<file path="config.mk">
export PLATFORM = sky130hd
export DESIGN_NAME = hazard_ctrl
export DESIGN_NICKNAME = d
export VERILOG_FILES = /design/src/rtl/hazard_ctrl.sv
export SDC_FILE = /design/constraint.sdc
export NUM_CORES = 1
export LEC_CHECK = 0
export CAP_MARGIN = 20
export CORE_UTILIZATION = 40
export CTS_CLUSTER_SIZE = 12
export DETAILED_ROUTE_END_ITERATION = 6
export PLACE_DENSITY = 0.77
export SLEW_MARGIN = 20
export SYNTH_ARGS = -nofsm -noshare
export SYNTH_HDL_FRONTEND = slang
export SYNTH_SLANG_ARGS = --single-unit
</file>
<file path="constraint.sdc">
create_clock -name clk -period 2.6 [get_ports clk]
set_input_delay 0.52 -clock clk [delete_from_list [all_inputs] [get_ports clk]]
set_output_delay 0.52 -clock clk [all_outputs]
set_load 0.02 [all_outputs]
</file>
<file path="src/rtl/hazard_ctrl.sv">
// Hazard and sequencing controller for the 5-stage F/D/E/M/W pipeline: stall/flush
// generation, forwarding selects, MDU busy sequencing and a saturating stall counter.
module hazard_ctrl #(
  parameter int MDCYCLES = 8,
  parameter int CNTW     = 32
) (
  input  logic            clk,
  input  logic            reset,
  input  logic [4:0]      rsD,
  input  logic [4:0]      rtD,
  input  logic [4:0]      rsE,
  input  logic [4:0]      rtE,
  input  logic [4:0]      writeregE,
  input  logic [4:0]      writeregM,
  input  logic [4:0]      writeregW,
  input  logic            regwriteE,
  input  logic            regwriteM,
  input  logic            regwriteW,
  input  logic            memtoregE,
  input  logic            memtoregM,
  input  logic            branchD,
  input  logic            jumpD,
  input  logic            pcsrcD,
  input  logic            mdstartE,
  input  logic            mduseD,
  output logic            stallF,
  output logic            stallD,
  output logic            flushD,
  output logic            flushE,
  output logic            forwardAD,
  output logic            forwardBD,
  output logic [1:0]      forwardAE,
  output logic [1:0]      forwardBE,
  output logic            mdbusy,
  output logic            mddone,
  output logic [CNTW-1:0] stallcount
);

  localparam logic [1:0] IDLE = 2'd0;
  localparam logic [1:0] BUSY = 2'd1;
  localparam logic [1:0] DONE = 2'd2;

  localparam logic [7:0] CNT_LOAD = 8'(MDCYCLES - 1);

  logic [1:0]      r_state;
  logic [7:0]      r_cnt;
  logic [CNTW-1:0] r_stallcount;

  logic w_lwstall;
  logic w_branchstall;
  logic w_mdstall;
  logic w_stall;

  assign w_lwstall = memtoregE & ((rsD == rtE) | (rtD == rtE));

  assign w_branchstall = branchD &
                         ((regwriteE & ((writeregE == rsD) | (writeregE == rtD))) |
                          (memtoregM & ((writeregM == rsD) | (writeregM == rtD))));

  // A D-stage MDU user must wait both while the unit is busy and in the cycle its op starts.
  assign w_mdstall = mduseD & ((r_state == BUSY) | mdstartE);

  // Reset is folded in so every control output is quiet while reset is held.
  assign w_stall = reset & (w_lwstall | w_branchstall | w_mdstall);

  assign stallF = w_stall;
  assign stallD = w_stall;
  assign flushE = w_stall;
  assign flushD = reset & (pcsrcD | jumpD) & ~w_stall;

  // NOTE: every output of an always_comb gets a default first, so no path can infer a latch.
  always_comb begin
    forwardAE = 2'b00;
    forwardBE = 2'b00;
    forwardAD = 1'b0;
    forwardBD = 1'b0;
    if (reset) begin
      if (rsE != 5'd0 && rsE == writeregM && regwriteM)      forwardAE = 2'b10;
      else if (rsE != 5'd0 && rsE == writeregW && regwriteW) forwardAE = 2'b01;

      if (rtE != 5'd0 && rtE == writeregM && regwriteM)      forwardBE = 2'b10;
      else if (rtE != 5'd0 && rtE == writeregW && regwriteW) forwardBE = 2'b01;

      forwardAD = (rsD != 5'd0) && (rsD == writeregM) && regwriteM;
      forwardBD = (rtD != 5'd0) && (rtD == writeregM) && regwriteM;
    end
  end

  // NOTE: sequential state uses non-blocking assignments so all flops update from pre-edge values.
  always_ff @(posedge clk or negedge reset) begin
    if (!reset) begin
      r_state <= IDLE;
      r_cnt   <= 8'd0;
    end else begin
      case (r_state)
        IDLE: begin
          if (mdstartE) begin
            r_state <= BUSY;
            r_cnt   <= CNT_LOAD;
          end
        end
        BUSY: begin
          // A start request here is a protocol violation and leaves the count alone.
          if (r_cnt == 8'd0) r_state <= DONE;
          else               r_cnt   <= r_cnt - 8'd1;
        end
        DONE: begin
          if (mdstartE) begin
            r_state <= BUSY;
            r_cnt   <= CNT_LOAD;
          end else begin
            r_state <= IDLE;
          end
        end
        default: r_state <= IDLE;
      endcase
    end
  end

  assign mdbusy = (r_state == BUSY);
  assign mddone = (r_state == DONE);

  always_ff @(posedge clk or negedge reset) begin
    if (!reset) begin
      r_stallcount <= '0;
    end else if (w_stall && (r_stallcount != {CNTW{1'b1}})) begin
      r_stallcount <= r_stallcount + CNTW'(1);
    end
  end

  assign stallcount = r_stallcount;

endmodule

</file>
==> flow_metrics.py, run 1 <==
metrics = {
    "synthesis": {
        "synth_area_sq_um": 2759,
        "synthAdderAreaFrac_pct": 1.361,
        "synth-edff-count": 0,
        "ys_types": 40,
        "avgSynthCellArea_sq_um": 9.416,
        "synth_ff_type": "dfrtp_1",
        "synth_nets": 343,
        "synth_top_family_by_area": "XOR/XNOR gates",
        "synthMuxAreaShare_pct": 0.5442,
        "yosysWarnings": 0,
        "synth_compound_area_share_pct": 4.444,
        "synth_seq_area_share_pct": 38.10,
        "ys_async_sr_fraction_pct": 100.0,
        "synthSimpleGateAreaFrac_pct": 25.22,
        "synth-seq-cells": 42,
        "synth_cells": 293,
        "synth_xor_area_share_pct": 26.98,
    },
    "critical_path": {
        "cp_num_buf_inv": 3,
        "worstSetupEndpointType": "output port",
        "cp.arrival_ns": 2.05,
        "crit_path_max_incr_delay_ns": 0.50,
        "crit_slowest_cell": "or4_1",
        "critPathMostFrequentCell": "dlygate4sd2_1",
        "required_ns": 2.08,
        "worstSetupPathType": "in -> out",
        "critPathMaxFanout": 3,
        "worstPathCellList": "dlygate4sd2_1, buf_4, or4_1, o211ai_1, nor3_1, dlygate4sd2_1",
        "worst_setup_path_start_kind": "input pin",
        "rrSetupSlack_ns": 0.21,
        "critPathTopFamily": "buffers and inverters",
    },
    "clock_network": {
        "insertion_delay_ns": 0.29,
        "ctsHtreeMaxLevel": 2,
        "clk_pin_slew_worst_paths_ns": 0.08,
        "cts.sinks": 42,
        "cts_made_buffers": 5,
        "clockRootBuffer": "clkbuf_8",
        "clock_path_buffers": 2,
        "cts-hold-fix-buffers": 0,
        "cts_tree": "done",
    },
    "route": {
        "detail_route.wl_per_cell_microns": 15.33,
        "drt_iter0_drc": 75,
        "via_per_inst": 5.362,
        "dr.pass1.iters": 5,
        "wirelength_mm": 7.664,
        "via_count": 2681,
        "drc": 0,
        "postRouteAntennaNets": 0,
    },
    "pwr": {
        "power.total_mw": 2.156,
        "seq_power_share_pct": 41.2,
        "p_int_mw": 1.396,
        "clkPwrFrac_pct": 20.2,
        "switching_share_pct": 35.24,
        "powerDensity_nw_per_um2": 514.9,
        "netSwitchingPower_uw": 760.0,
        "p_leak_nw": 1.772,
        "combPwrFrac_pct": 38.6,
        "vdd_drop_max_uv": 280.6,
    },
    "floorplan": {
        "chipWidth_microns": 85.05,
        "io-pin-count": 91,
        "initial_utilization_pct": 42.48,
        "die_y_microns": 85.05,
        "num_rows": 29,
        "die_area_sq_um": 7234,
        "core-area_sq_um": 6495,
    },
    "placed_design": {
        "portBuffers": 90,
        "dpl.cell_count": 485,
        "place.gp.congestion": 0.9907,
        "hpwlAfterDp_mm": 6.017,
    },
    "timing": {
        "worst_pin_slew_ns": 0.6188,
        "min_period_ns": 2.574,
        "clock_skew_ns": 0.007388,
        "fin_tns_setup_ns": 0,
        "max_freq_ghz": 0.3885,
        "drv_slew": 0,
        "slew_headroom_pct": 58.37,
        "hold_viol": 0,
        "finalSetupViolations": 0,
        "finalCritPeriodShare_pct": 99.00,
    },
    "global_routing": {
        "grt_max_degree": 31,
        "track_usage_pct": 21.84,
        "overflow": 0,
        "grt_pass1_wl_mm": 12.39,
        "antenna_found_initial": 0,
        "grt_pass1_vias": 2576,
    },
    "layout": {
        "syn2layout_area_growth_pct": 51.79,
        "nets": 472,
        "antenna_cells": 0,
        "drive_above_1_share_pct": 20.80,
        "final_cell_count_no_fill": 500,
        "final_util_pct": 64.48,
    },
    "flow_run": {
        "drv_cap": 0,
    },
    "worst_hold_path": {
        "hold_path_class": "in -> async",
    },
    "status": {
        "status": "completed",
    },
}
-- final timing paths --
path                               startpoint              to  cells past startpoint
worst min-delay path                    reset        r_cnt[6]                      2
worst min register to register     r_state[1]      r_state[1]                      1
min in group clk                   r_state[1]      r_state[1]                      1
max in group asynchronous               reset  stallcount[19]                      3
worst max-delay path                   rsD[2]       forwardAD                      6
worst max register to register  stallcount[0]   stallcount[1]                      8
-- stage by stage --
step / cell area, sq um / hold WS, ns / worst slack, ns
after floorplan: 2765 / 0.2244 / 0.08462
after global placement: 3993 / 0.4420 / -0.6019
after detailed placement: 3993 / 0.4510 / -0.6342
after CTS: 4128 / 0.2143 / -0.05167
after global routing: 4188 / 0.2060 / -0.03254
final: 4188 / 0.2135 / 0.02596
-- layout make-up --
cell class	count	area [sq um]
Fill cell	530	2307
Clock inverter	1	5.005
Inverter	5	18.77
Sequential cell	42	1051
Multi-Input combinational cell	232	1730
Timing Repair Buffer	136	1200
Clock buffer	7	86.33
Tap cell	77	96.34
-- Yosys cell counts, drive strengths merged (2+ instances only) --
| library cell | number | area share, % |
|---|---|---|
| nand3 | 26 | 4.7 |
| or4 | 4 | 1.1 |
| clkbuf | 6 | 0.82 |
| ha | 3 | 1.4 |
| and4 | 3 | 0.95 |
| nor4 | 13 | 3.7 |
| o21ai | 2 | 0.36 |
| nor2 | 18 | 2.4 |
| nand4 | 17 | 4.3 |
| nand2 | 23 | 3.1 |
| o211ai | 3 | 0.82 |
| dfrtp | 42 | 38 |
| nor2b | 3 | 0.68 |
| inv | 5 | 0.68 |
| o31ai | 2 | 0.73 |
| and2 | 4 | 0.91 |
| nor3 | 5 | 0.91 |
| and3 | 6 | 1.4 |
| xnor2 | 67 | 21 |
| a31oi | 2 | 0.45 |
| xor2 | 18 | 5.7 |
| buf | 8 | 1.9 |
| a21oi | 3 | 0.54 |
-- worst register-to-register path, delay by kind of cell, from the launching register on --
kind | cells | cell delay, ns
DFF | 1 | 0.44
and+or+nand+nor | 3 | 0.77
adders and majority gates | 1 | 0.24
muxes | 1 | 0.31
AOI/OAI and AO/OA | 2 | 0.36
buffers and inverters | 1 | 0.17
-- cell usage in the layout, fill, tap and decap left out, types with 3 or more instances in the layout --
cell type / instances
nor2_1: 16
nor4_1: 5
inv_1: 5
clkbuf_2: 4
nand3_1: 26
xor2_1: 15
nor3_1: 5
and2_1: 4
xnor2_1: 67
nor4_2: 5
nor4_4: 3
clkdlybuf4s50_1: 50
nand4_1: 15
dfrtp_1: 42
nor2b_1: 3
dlymetal6s2s_1: 6
nand2_1: 23
ha_1: 3
xor2_2: 3
clkbuf_8: 6
o211ai_1: 3
buf_4: 49
buf_2: 4
and3_1: 6
dlygate4sd2_1: 20
and4_1: 3
-- sequential cells by signal, indices dropped and copies added (netlist names) --
name,cells
stallcount,32
r_cnt,8
r_state,2
-- per-layer routing --
layer	wire, microns	track usage (%)	vias to the layer above
met4	200	7.858	0
met2	3753	36.51	69
li1	-	-	1275
met1	3464	28.79	1325
met3	245	3.307	12
met5	0	0	-
-- timing repair --
item,in CTS,in global routing
setup buffers,4,3
pin swaps,8,11
setup endpoints to repair,10,7
resized for setup,76,20
-- power by group through the flow --
stage | clock network, mW | logic, mW | registers, mW
4_1_cts | 0.447 | 0.827 | 0.886
5_1_grt | 0.471 | 0.915 | 0.906
3_3_place_gp | 0 | 0.804 | 0.891
6_report | 0.435 | 0.832 | 0.889
3_5_place_dp | 0 | 0.826 | 0.898
2_1_floorplan | 0 | 0.417 | 0.932
-- cells by family after synthesis --
kind of cell | count (synthesis)
flops | 42
fa+ha+maj | 3
compound gates | 17
mux | 1
simple gates | 126
xor+xnor | 85
buf+inv | 19
(Power assumes the default switching activity.)
==> inputs of run 2 (changes only) <==
--- a/config.mk
+++ b/config.mk
@@ -7,7 +7,6 @@
 export LEC_CHECK = 0
 export CAP_MARGIN = 20
 export CORE_UTILIZATION = 40
-export CTS_CLUSTER_SIZE = 12
 export DETAILED_ROUTE_END_ITERATION = 6
 export PLACE_DENSITY = 0.77
 export SLEW_MARGIN = 20
==> results of run 2 <==
No change in the layout: final DEF, timing and power equal those of run 1.
==> inputs of run 3 (changes only) <==
--- a/config.mk
+++ b/config.mk
@@ -6,9 +6,11 @@
 export NUM_CORES = 1
 export LEC_CHECK = 0
 export CAP_MARGIN = 20
-export CORE_UTILIZATION = 40
+export CELL_PAD_IN_SITES_DETAIL_PLACEMENT = 2
+export CELL_PAD_IN_SITES_GLOBAL_PLACEMENT = 2
+export CORE_UTILIZATION = 27
 export DETAILED_ROUTE_END_ITERATION = 6
-export PLACE_DENSITY = 0.77
+export PLACE_DENSITY = 0.86
 export SLEW_MARGIN = 20
 export SYNTH_ARGS = -nofsm -noshare
 export SYNTH_HDL_FRONTEND = slang
==> flow_metrics.py, run 3 (same netlist as run 1, synthesis figures left out) <==
metrics = {
    "status": {
        "status": "complete, but fails checks",
        "violations": "negative setup slack",
    },
    "critical_path": {
        "critPathMaxFanout": 3,
        "r2r_start": "stallcount[0]",
        "rr_endpoint": "stallcount[1]",
        "required_ns": 2.08,
        "worstSetupEndpointType": "output port",
        "worstSetupPathType": "in -> out",
        "worst_setup_path_start_kind": "input pin",
        "rrSetupSlack_ns": 0.17,
        "worst_r2r_path_depth": 8,
        "cp.arrival_ns": 2.14,
    },
    "floorplan": {
        "core-area_sq_um": 9819,
        "num_rows": 36,
        "die_area_sq_um": 10630,
        "die_y_microns": 103.1,
        "chipWidth_microns": 103.1,
        "io-pin-count": 91,
        "initial_utilization_pct": 28.10,
    },
    "clock_network": {
        "insertion_delay_ns": 0.31,
        "ctsHtreeMaxLevel": 2,
        "clk_pin_slew_worst_paths_ns": 0.08,
        "clockRootBuffer": "clkbuf_8",
        "cts_made_buffers": 5,
        "cts_tree": "done",
        "clock_path_buffers": 2,
        "cts-hold-fix-buffers": 0,
        "cts.sinks": 42,
    },
    "global_routing": {
        "met3_usage_pct": 4.203,
        "grt_max_degree": 31,
        "overflow": 0,
        "grt_pass1_vias": 3183,
        "grt_util_met1_pct": 26.58,
        "antenna_found_initial": 0,
        "busiest_layer": "met2",
        "grt.met2_usage_pct": 43.90,
        "grt_pass1_wl_mm": 18.02,
        "track_usage_pct": 23.30,
    },
    "timing": {
        "max_freq_ghz": 0.3761,
        "finalCritPeriodShare_pct": 102.3,
        "slew_headroom_pct": 57.41,
        "min_period_ns": 2.659,
        "rsz0062_at_grt": "yes",
        "fin_tns_setup_ns": -0.08245,
        "whs_ns": 0.2325,
        "worst_pin_slew_ns": 0.6340,
        "finalSetupViolations": 4,
        "drv_slew": 0,
        "setup_ws_ns": -0.05874,
        "hold_viol": 0,
        "clock_skew_ns": 0.003279,
    },
    "route": {
        "via_per_inst": 4.957,
        "drc": 0,
        "dr.pass1.iters": 4,
        "postRouteAntennaNets": 0,
        "drt_iter0_drc": 65,
        "detail_route.wl_per_cell_microns": 20.89,
        "via_count": 2766,
        "wirelength_mm": 11.66,
    },
    "placed_design": {
        "pre_cts_ws_ns": -0.7311,
        "hpwlAfterDp_mm": 8.587,
        "place.gp.congestion": 0.8214,
        "portBuffers": 90,
        "placed_area_sq_um": 4090,
    },
    "pwr": {
        "p_leak_nw": 1.759,
        "powerDensity_nw_per_um2": 534.5,
        "vdd_drop_max_uv": 230.2,
    },
    "flow_run": {
        "drv_cap": 0,
    },
    "layout": {
        "regArea_sq_um": 1051,
        "nets": 474,
        "finalInstanceArea_sq_um": 4252,
        "nFillCells": 1106,
        "multi_input_area_sq_um": 1722,
        "antenna_cells": 0,
        "largest_reg_flops": 32,
        "layout_commonest_cell": "xnor2_1",
        "mostFrequentLayoutCells": "xnor2_1, clkdlybuf4s50_1, buf_4, dfrtp_1, nand3_1",
        "syn2layout_area_growth_pct": 54.10,
        "drive_above_1_share_pct": 22.35,
        "final_util_pct": 43.30,
    },
    "worst_hold_path": {
        "hold_path_class": "in -> async",
    },
}
-- run 3: layout make-up --
type,count,share of cell area (%)
Clock inverter,1,0.1177
Multi-Input combinational cell,232,40.49
Tap cell,133,3.914
Timing Repair Buffer,138,28.28
Clock buffer,7,2.031
Sequential cell,42,24.72
Inverter,5,0.4414
-- run 3: how the worst max path moves through the flow --
stage / end / slack, ns / from
finish: forwardAE[1] / -0.06 / writeregM[0]
global route: forwardAE[1] / -0.08 / writeregM[0]
CTS: flushE / 0.0002 / writeregE[4]
detailed placement: flushD / -0.73 / rsD[0]
global placement: forwardBE[0] / -0.63 / rtE[3]
floorplan: stallD / 0.08 / rtE[3]
-- run 3: routing by layer --
| layer | vias up | wire length (microns) |
|---|---|---|
| met5 | - | 0 |
| met4 | 0 | 240 |
| met3 | 16 | 259 |
| met2 | 48 | 6444 |
| met1 | 1422 | 4715 |
| li1 | 1280 | - |
-- run 3: worst max-delay path, stage by stage --
cell,delay [ns]
dlygate4sd2_1,0.31
buf_4,0.19
xnor2_2,0.16
nand4_1,0.16
nor4_2,0.44
and2_1,0.20
buf_2,0.16
-- run 3: metrics by stage --
stage                     power, mW  std cells
after detailed placement      1.790        543
final                         2.272        558
after global placement        1.713        543
after global routing          2.409        558
after floorplan               1.349        293
after CTS                     2.252        556
-- run 3: repair_timing --
action / CTS / global route
endpoints found under the setup margin: 10 / 27
pin swaps: 16 / 11
resized for setup: 89 / 24
setup buffers: 5 / 2
-- run 3: report_power, final --
group / switching [mW] / internal, mW
Combinational: 0.474 / 0.436
Sequential: 0.143 / 0.762
Clock: 0.242 / 0.215
